==> src/rtl/sram_arbiter.sv <==
// Round-robin arbiter and fixed-latency access sequencer between the CPU and
// debug ports and the shared 16-bit asynchronous SRAM pins.
module sram_arbiter #(
    parameter int ADDR_W      = 20,
    parameter int DATA_W      = 16,
    parameter int WAIT_CYCLES = 2
) (
    input  logic              Clk,
    input  logic              Reset,

    input  logic              cpu_req,
    input  logic              cpu_we,
    input  logic [ADDR_W-1:0] cpu_addr,
    input  logic [DATA_W-1:0] cpu_wdata,
    output logic              cpu_ack,
    output logic [DATA_W-1:0] cpu_rdata,

    input  logic              dbg_req,
    input  logic              dbg_we,
    input  logic [ADDR_W-1:0] dbg_addr,
    input  logic [DATA_W-1:0] dbg_wdata,
    output logic              dbg_ack,
    output logic [DATA_W-1:0] dbg_rdata,

    output logic              Mem_CE,
    output logic              Mem_UB,
    output logic              Mem_LB,
    output logic              Mem_OE,
    output logic              Mem_WE,
    output logic [ADDR_W-1:0] ADDR,
    output logic [DATA_W-1:0] Data_to_SRAM,
    output logic              Data_drive,
    input  logic [DATA_W-1:0] Data_from_SRAM,

    output logic              busy,
    output logic              owner
);

    typedef enum logic [1:0] {IDLE, ACCESS, DONE} state_t;

    localparam logic [3:0] CNT_INIT = 4'(WAIT_CYCLES);

    state_t            state, state_nxt;
    logic [3:0]        cnt, cnt_nxt;
    logic              grant;
    logic              grant_port;
    logic              capture;
    logic [ADDR_W-1:0] addr_q;
    logic              we_q;
    logic [DATA_W-1:0] wdata_q;
    logic              owner_q;
    logic              last_owner;
    logic [DATA_W-1:0] cpu_rdata_q;
    logic [DATA_W-1:0] dbg_rdata_q;
    logic              in_access;
    logic              in_done;

    // NOTE: every variable written here gets a default first, so no path can leave one unassigned and infer a latch.
    always_comb begin
        state_nxt  = state;
        cnt_nxt    = cnt;
        grant      = 1'b0;
        grant_port = 1'b0;
        capture    = 1'b0;
        case (state)
            IDLE: begin
                if (cpu_req || dbg_req) begin
                    grant      = 1'b1;
                    // On a tie the port that did not win last time goes next.
                    grant_port = (cpu_req && dbg_req) ? ~last_owner : dbg_req;
                    cnt_nxt    = CNT_INIT;
                    state_nxt  = ACCESS;
                end
            end
            ACCESS: begin
                cnt_nxt = cnt - 4'd1;
                if (cnt == 4'd1) begin
                    capture   = ~we_q;
                    state_nxt = DONE;
                end
            end
            DONE:    state_nxt = IDLE;
            default: state_nxt = IDLE;
        endcase
    end

    // NOTE: sequential state uses non-blocking assignments so every flop samples pre-edge values.
    always_ff @(posedge Clk) begin
        if (Reset) begin
            state       <= IDLE;
            cnt         <= 4'd0;
            addr_q      <= '0;
            we_q        <= 1'b0;
            wdata_q     <= '0;
            owner_q     <= 1'b0;
            last_owner  <= 1'b1;
            cpu_rdata_q <= '0;
            dbg_rdata_q <= '0;
        end else begin
            state <= state_nxt;
            cnt   <= cnt_nxt;
            if (grant) begin
                addr_q     <= grant_port ? dbg_addr  : cpu_addr;
                we_q       <= grant_port ? dbg_we    : cpu_we;
                wdata_q    <= grant_port ? dbg_wdata : cpu_wdata;
                owner_q    <= grant_port;
                last_owner <= grant_port;
            end
            if (capture && !owner_q) cpu_rdata_q <= Data_from_SRAM;
            if (capture &&  owner_q) dbg_rdata_q <= Data_from_SRAM;
        end
    end

    // Pin-side outputs decode only registered state; requests never reach them directly.
    assign in_access    = (state == ACCESS);
    assign in_done      = (state == DONE);

    assign Mem_CE       = ~in_access;
    assign Mem_UB       = ~in_access;
    assign Mem_LB       = ~in_access;
    assign Mem_OE       = ~(in_access & ~we_q);
    assign Mem_WE       = ~(in_access &  we_q);
    assign ADDR         = addr_q;
    assign Data_to_SRAM = wdata_q;
    // Write data stays on the bus through DONE as hold time.
    assign Data_drive   = we_q & (in_access | in_done);

    assign cpu_ack      = in_done & ~owner_q;
    assign dbg_ack      = in_done &  owner_q;
    assign cpu_rdata    = cpu_rdata_q;
    assign dbg_rdata    = dbg_rdata_q;
    assign busy         = (state != IDLE);
    assign owner        = owner_q;

endmodule

==> config.mk <==
export PLATFORM = sky130hd
export DESIGN_NAME = sram_arbiter
export DESIGN_NICKNAME = d
export VERILOG_FILES = /design/src/rtl/sram_arbiter.sv
export SDC_FILE = /design/constraint.sdc
export NUM_CORES = 1
export LEC_CHECK = 0
export ABC_AREA = 1
export BUFFER_PORTS_ARGS = -buffer_cell sky130_fd_sc_hd__buf_2
export CAP_MARGIN = 20
export CORE_MARGIN = 8
export CORE_UTILIZATION = 48
export DETAILED_ROUTE_END_ITERATION = 8
export PLACE_DENSITY = 0.81
export SYNTH_ARGS = -nofsm -noshare
export SYNTH_HDL_FRONTEND = slang
export SYNTH_SLANG_ARGS = --single-unit
==> constraint.sdc <==
create_clock -name Clk -period 1.6 [get_ports Clk]
set_input_delay 0.24 -clock Clk [delete_from_list [all_inputs] [get_ports Clk]]
set_output_delay 0.24 -clock Clk [all_outputs]
set_load 0.1 [all_outputs]
==> impl_metrics.csv <==
group,metric,value,unit
run_status,status,"finished with violations",
run_status,failing_checks,"negative setup slack",
grt,grt_first_pass_wirelength,19100,µm
timing,timing.slew.headroom,0.658,
clock_tree,numCtsBuffers,9,
grt,grt_remaining_overflow,0,
placed_design,placement.setup.worst_slack,-215,ps
timing,fmax,591,MHz
critical_path,critPathArrivalTime,1940,ps
detailed_routing,route.vias.total,4515,
min_path,min-delay-path-class,"primary input to flop",
timing,skew,8.63,ps
power,worst_ir_drop_vdd,0.866,mV
logic_synthesis,cell_area_synth,4050,µm²
critical_path,critPathKind,"flop to flop",
logic_synthesis,synthesis.nets,756,
detailed_routing,route.final.wire_length,12600,µm
clock_tree,worstSkewPairLatency,350,ps
placed_design,globalplace.congestion,0.862,
grt,grt_util_all_layers,0.203,
clock_tree,hold_buffers,0,
clock_tree,cts-htree-levels,3,
critical_path,crit_path_start,"state[0]",
critical_path,worstPathCellList,"buf_6, ha_4, inv_8, nor2_8, buf_4, buf_6, nand4_1, nand2_1, nor2_1",
power,report.power.total,8.20,mW
finish,antenna-diode-count,0,
placed_design,number_of_placed_instances_with_taps_included,914,
clock_tree,clock_root_cell,"sky130_fd_sc_hd__clkbuf_8",
detailed_routing,wl_per_cell,13.3,µm
timing,tns,-489,ps
finish,fin_area,5670,µm²
timing,layout_setup_ws,-91.2,ps
critical_path,worst_path_max_delay_cell,"sky130_fd_sc_hd__dfxtp_2",
logic_synthesis,count_of_warnings_emitted_by_yosys,0,
critical_path,worst-path-max-fanout,22,
grt,antenna_found_initial,1,
die,design.core.area,8220,µm²
timing,timing.final.setup_violations,15,
detailed_routing,vias_per_cell,4.79,
die,start_util,0.493,
power,power_per_cell_area,1450,nW/µm²
logic_synthesis,seq_area_frac_synth,0.380,
clock_tree,clkSlewWorstSetupHoldPaths,80,ps
critical_path,worst-path-buf-inv,4,
detailed_routing,drt_pass1_iterations,5,
logic_synthesis,post_synth_cell_types,21,
die,rows,33,
placed_design,detailedPlacementHpwl,8960,µm
detailed_routing,final_antenna_net_count,0,
detailed_routing,count_of_routing_violations_after_the_opening_detailed_route_iteration,179,
critical_path,worst_reg2reg_path_startpoint,"state[0]",
critical_path,critical_path_sink_type,"flop",
timing,setup_repair_after_global_routing_missed_its_margin,"yes",
logic_synthesis,synth_area_per_inst,6.18,µm²
min_path,hold_path.startpoint,"dbg_addr[7]",
timing,report.final.hold_viol_count,0,
timing,fin_crit_sh,1.06,
finish,final_layout_size_suffix_gt1_frac,0.289,
die,design.die.area,11600,µm²
grt,grt_max_degree,60,
timing,timing_max_transition_violations_final,0,
detailed_routing,drc_errors,0,
timing,layout_min_cycle_time,1690,ps
critical_path,timing.critical_path.slowest_cell_delay,370,ps
run,max_cap_violations,0,
placed_design,cell_area_after_placement,5190,µm²
finish,finish.cell_count_without_fillers,943,
clock_tree,cts_sinks,77,
clock_tree,clk_path_buf_depth,2,
die,ioPinCount,172,
logic_synthesis,synth_cells,656,
placed_design,io_buffer_count,171,
finish,nets,933,
timing,timing_worst_slew_pin_value,517,ps
clock_tree,tritoncts_clock_tree,"done",
finish,area_delta_synth_final,40.0,%
critical_path,critPathTopFamily,"buffers and inverters",
critical_path,required,1850,ps
die,chipHeight,108,µm
critical_path,path_common_cell,"sky130_fd_sc_hd__buf_6",
grt,vias_in_the_first_global_route,4125,
die,fp.dieW,108,µm
logic_synthesis,yosys_register_bits,77,
power,cellLeakagePower,3.27,nW
timing,fin_hold_ws,169,ps
finish,final_core_utilization,0.690,
critical_path,startpoint_type_of_the_worst_setup_path,"flop",
## sequential cells by signal, summed over array words and instances, names as in the netlist
register      count
state             2
dbg_rdata        16
last_owner        1
Data_to_SRAM     16
cpu_rdata        16
owner             1
ADDR             20
we_q              1
cnt               4
## cells by family (layout without fill, tap and decap cells)
| family | after synthesis | in the layout | synth area share |
|---|---|---|---|
| compound gates | 8 | 9 | 0.0136 |
| fa+ha+maj | 6 | 6 | 0.0185 |
| buf+inv | 170 | 349 | 0.173 |
| flops | 77 | 77 | 0.380 |
| simple gates | 395 | 397 | 0.415 |
## routing by layer
layer	GRT usage	vias to the layer above	wire [µm]
met1	0.221	1973	4840
met4	0.0932	2	312
met5	0	-	20
met3	0.0892	27	1380
li1	-	2303	-
met2	0.332	210	5990
## cell type report
type / instances / area, µm²
tap: 105 / 131
fill: 700 / 2540
timing repair buffer: 198 / 1320
clock buffer: 13 / 159
inverter: 135 / 528
clock inverter: 3 / 67.6
sequential: 77 / 1550
multi-input combinational: 412 / 1920
## report_power, final
group	switching (mW)	total, mW	internal, mW
logic	3.09	4.17	1.08
clock network	0.717	1.68	0.966
registers	0.182	2.35	2.17
## cells in the mapped netlist
cell / n / area (µm²)
sky130_fd_sc_hd__clkinv_1: 1 / 3.75
sky130_fd_sc_hd__o21ai_2: 1 / 8.76
sky130_fd_sc_hd__nor2_2: 2 / 12.5
sky130_fd_sc_hd__buf_1: 3 / 11.3
sky130_fd_sc_hd__nor3_1: 1 / 5.00
sky130_fd_sc_hd__nor2_1: 110 / 413
sky130_fd_sc_hd__clkbuf_1: 7 / 26.3
sky130_fd_sc_hd__dfxtp_1: 77 / 1540
sky130_fd_sc_hd__nand4_1: 33 / 206
sky130_fd_sc_hd__nand3_1: 46 / 230
sky130_fd_sc_hd__a21oi_4: 1 / 16.3
sky130_fd_sc_hd__ha_1: 6 / 75.1
sky130_fd_sc_hd__nand4_4: 2 / 42.5
sky130_fd_sc_hd__nor2_8: 1 / 20.0
sky130_fd_sc_hd__inv_2: 2 / 7.51
sky130_fd_sc_hd__buf_2: 16 / 80.1
sky130_fd_sc_hd__nand2_1: 200 / 751
sky130_fd_sc_hd__buf_4: 7 / 52.6
sky130_fd_sc_hd__buf_6: 2 / 22.5
sky130_fd_sc_hd__a21oi_1: 6 / 30.0
sky130_fd_sc_hd__inv_1: 132 / 495
## placed cells by master (no fill, tap or decap), drive strengths merged
cell,n
nand4,37
nor2,113
ha,6
clkinvlp,4
a21oi,8
nand3,46
nor3,1
clkbuf,14
nand2,200
o21ai,1
buf,197
clkinv,1
bufinv,2
dfxtp,77
inv,131
## repair_timing
item / CTS / global route
cloned: 1 / 3
endpoints found under the setup margin: 49 / 71
pin swaps: 2 / 4
gates resized for setup: 20 / 5
buffers inserted: 5 / 4
## worst reg2reg max path, stage by stage, from the launching register on
cell and delay (ps):
sky130_fd_sc_hd__dfxtp_2 370, sky130_fd_sc_hd__buf_6 110, sky130_fd_sc_hd__ha_4 160, sky130_fd_sc_hd__inv_8 50
sky130_fd_sc_hd__nor2_8 110, sky130_fd_sc_hd__buf_4 260, sky130_fd_sc_hd__buf_6 220, sky130_fd_sc_hd__nand4_1 180
sky130_fd_sc_hd__nand2_1 110, sky130_fd_sc_hd__nor2_1 40
## final timing paths
| check | to | slack [ps] | cells past startpoint |
|---|---|---|---|
| max | cpu_rdata[2] | -90 | 9 |
| min | ADDR[7] | 170 | 5 |
| max reg2reg | cpu_rdata[2] | -90 | 9 |
| min reg2reg | cpu_rdata[10] | 510 | 4 |
No activity file was read; power rests on OpenSTA's default activity.
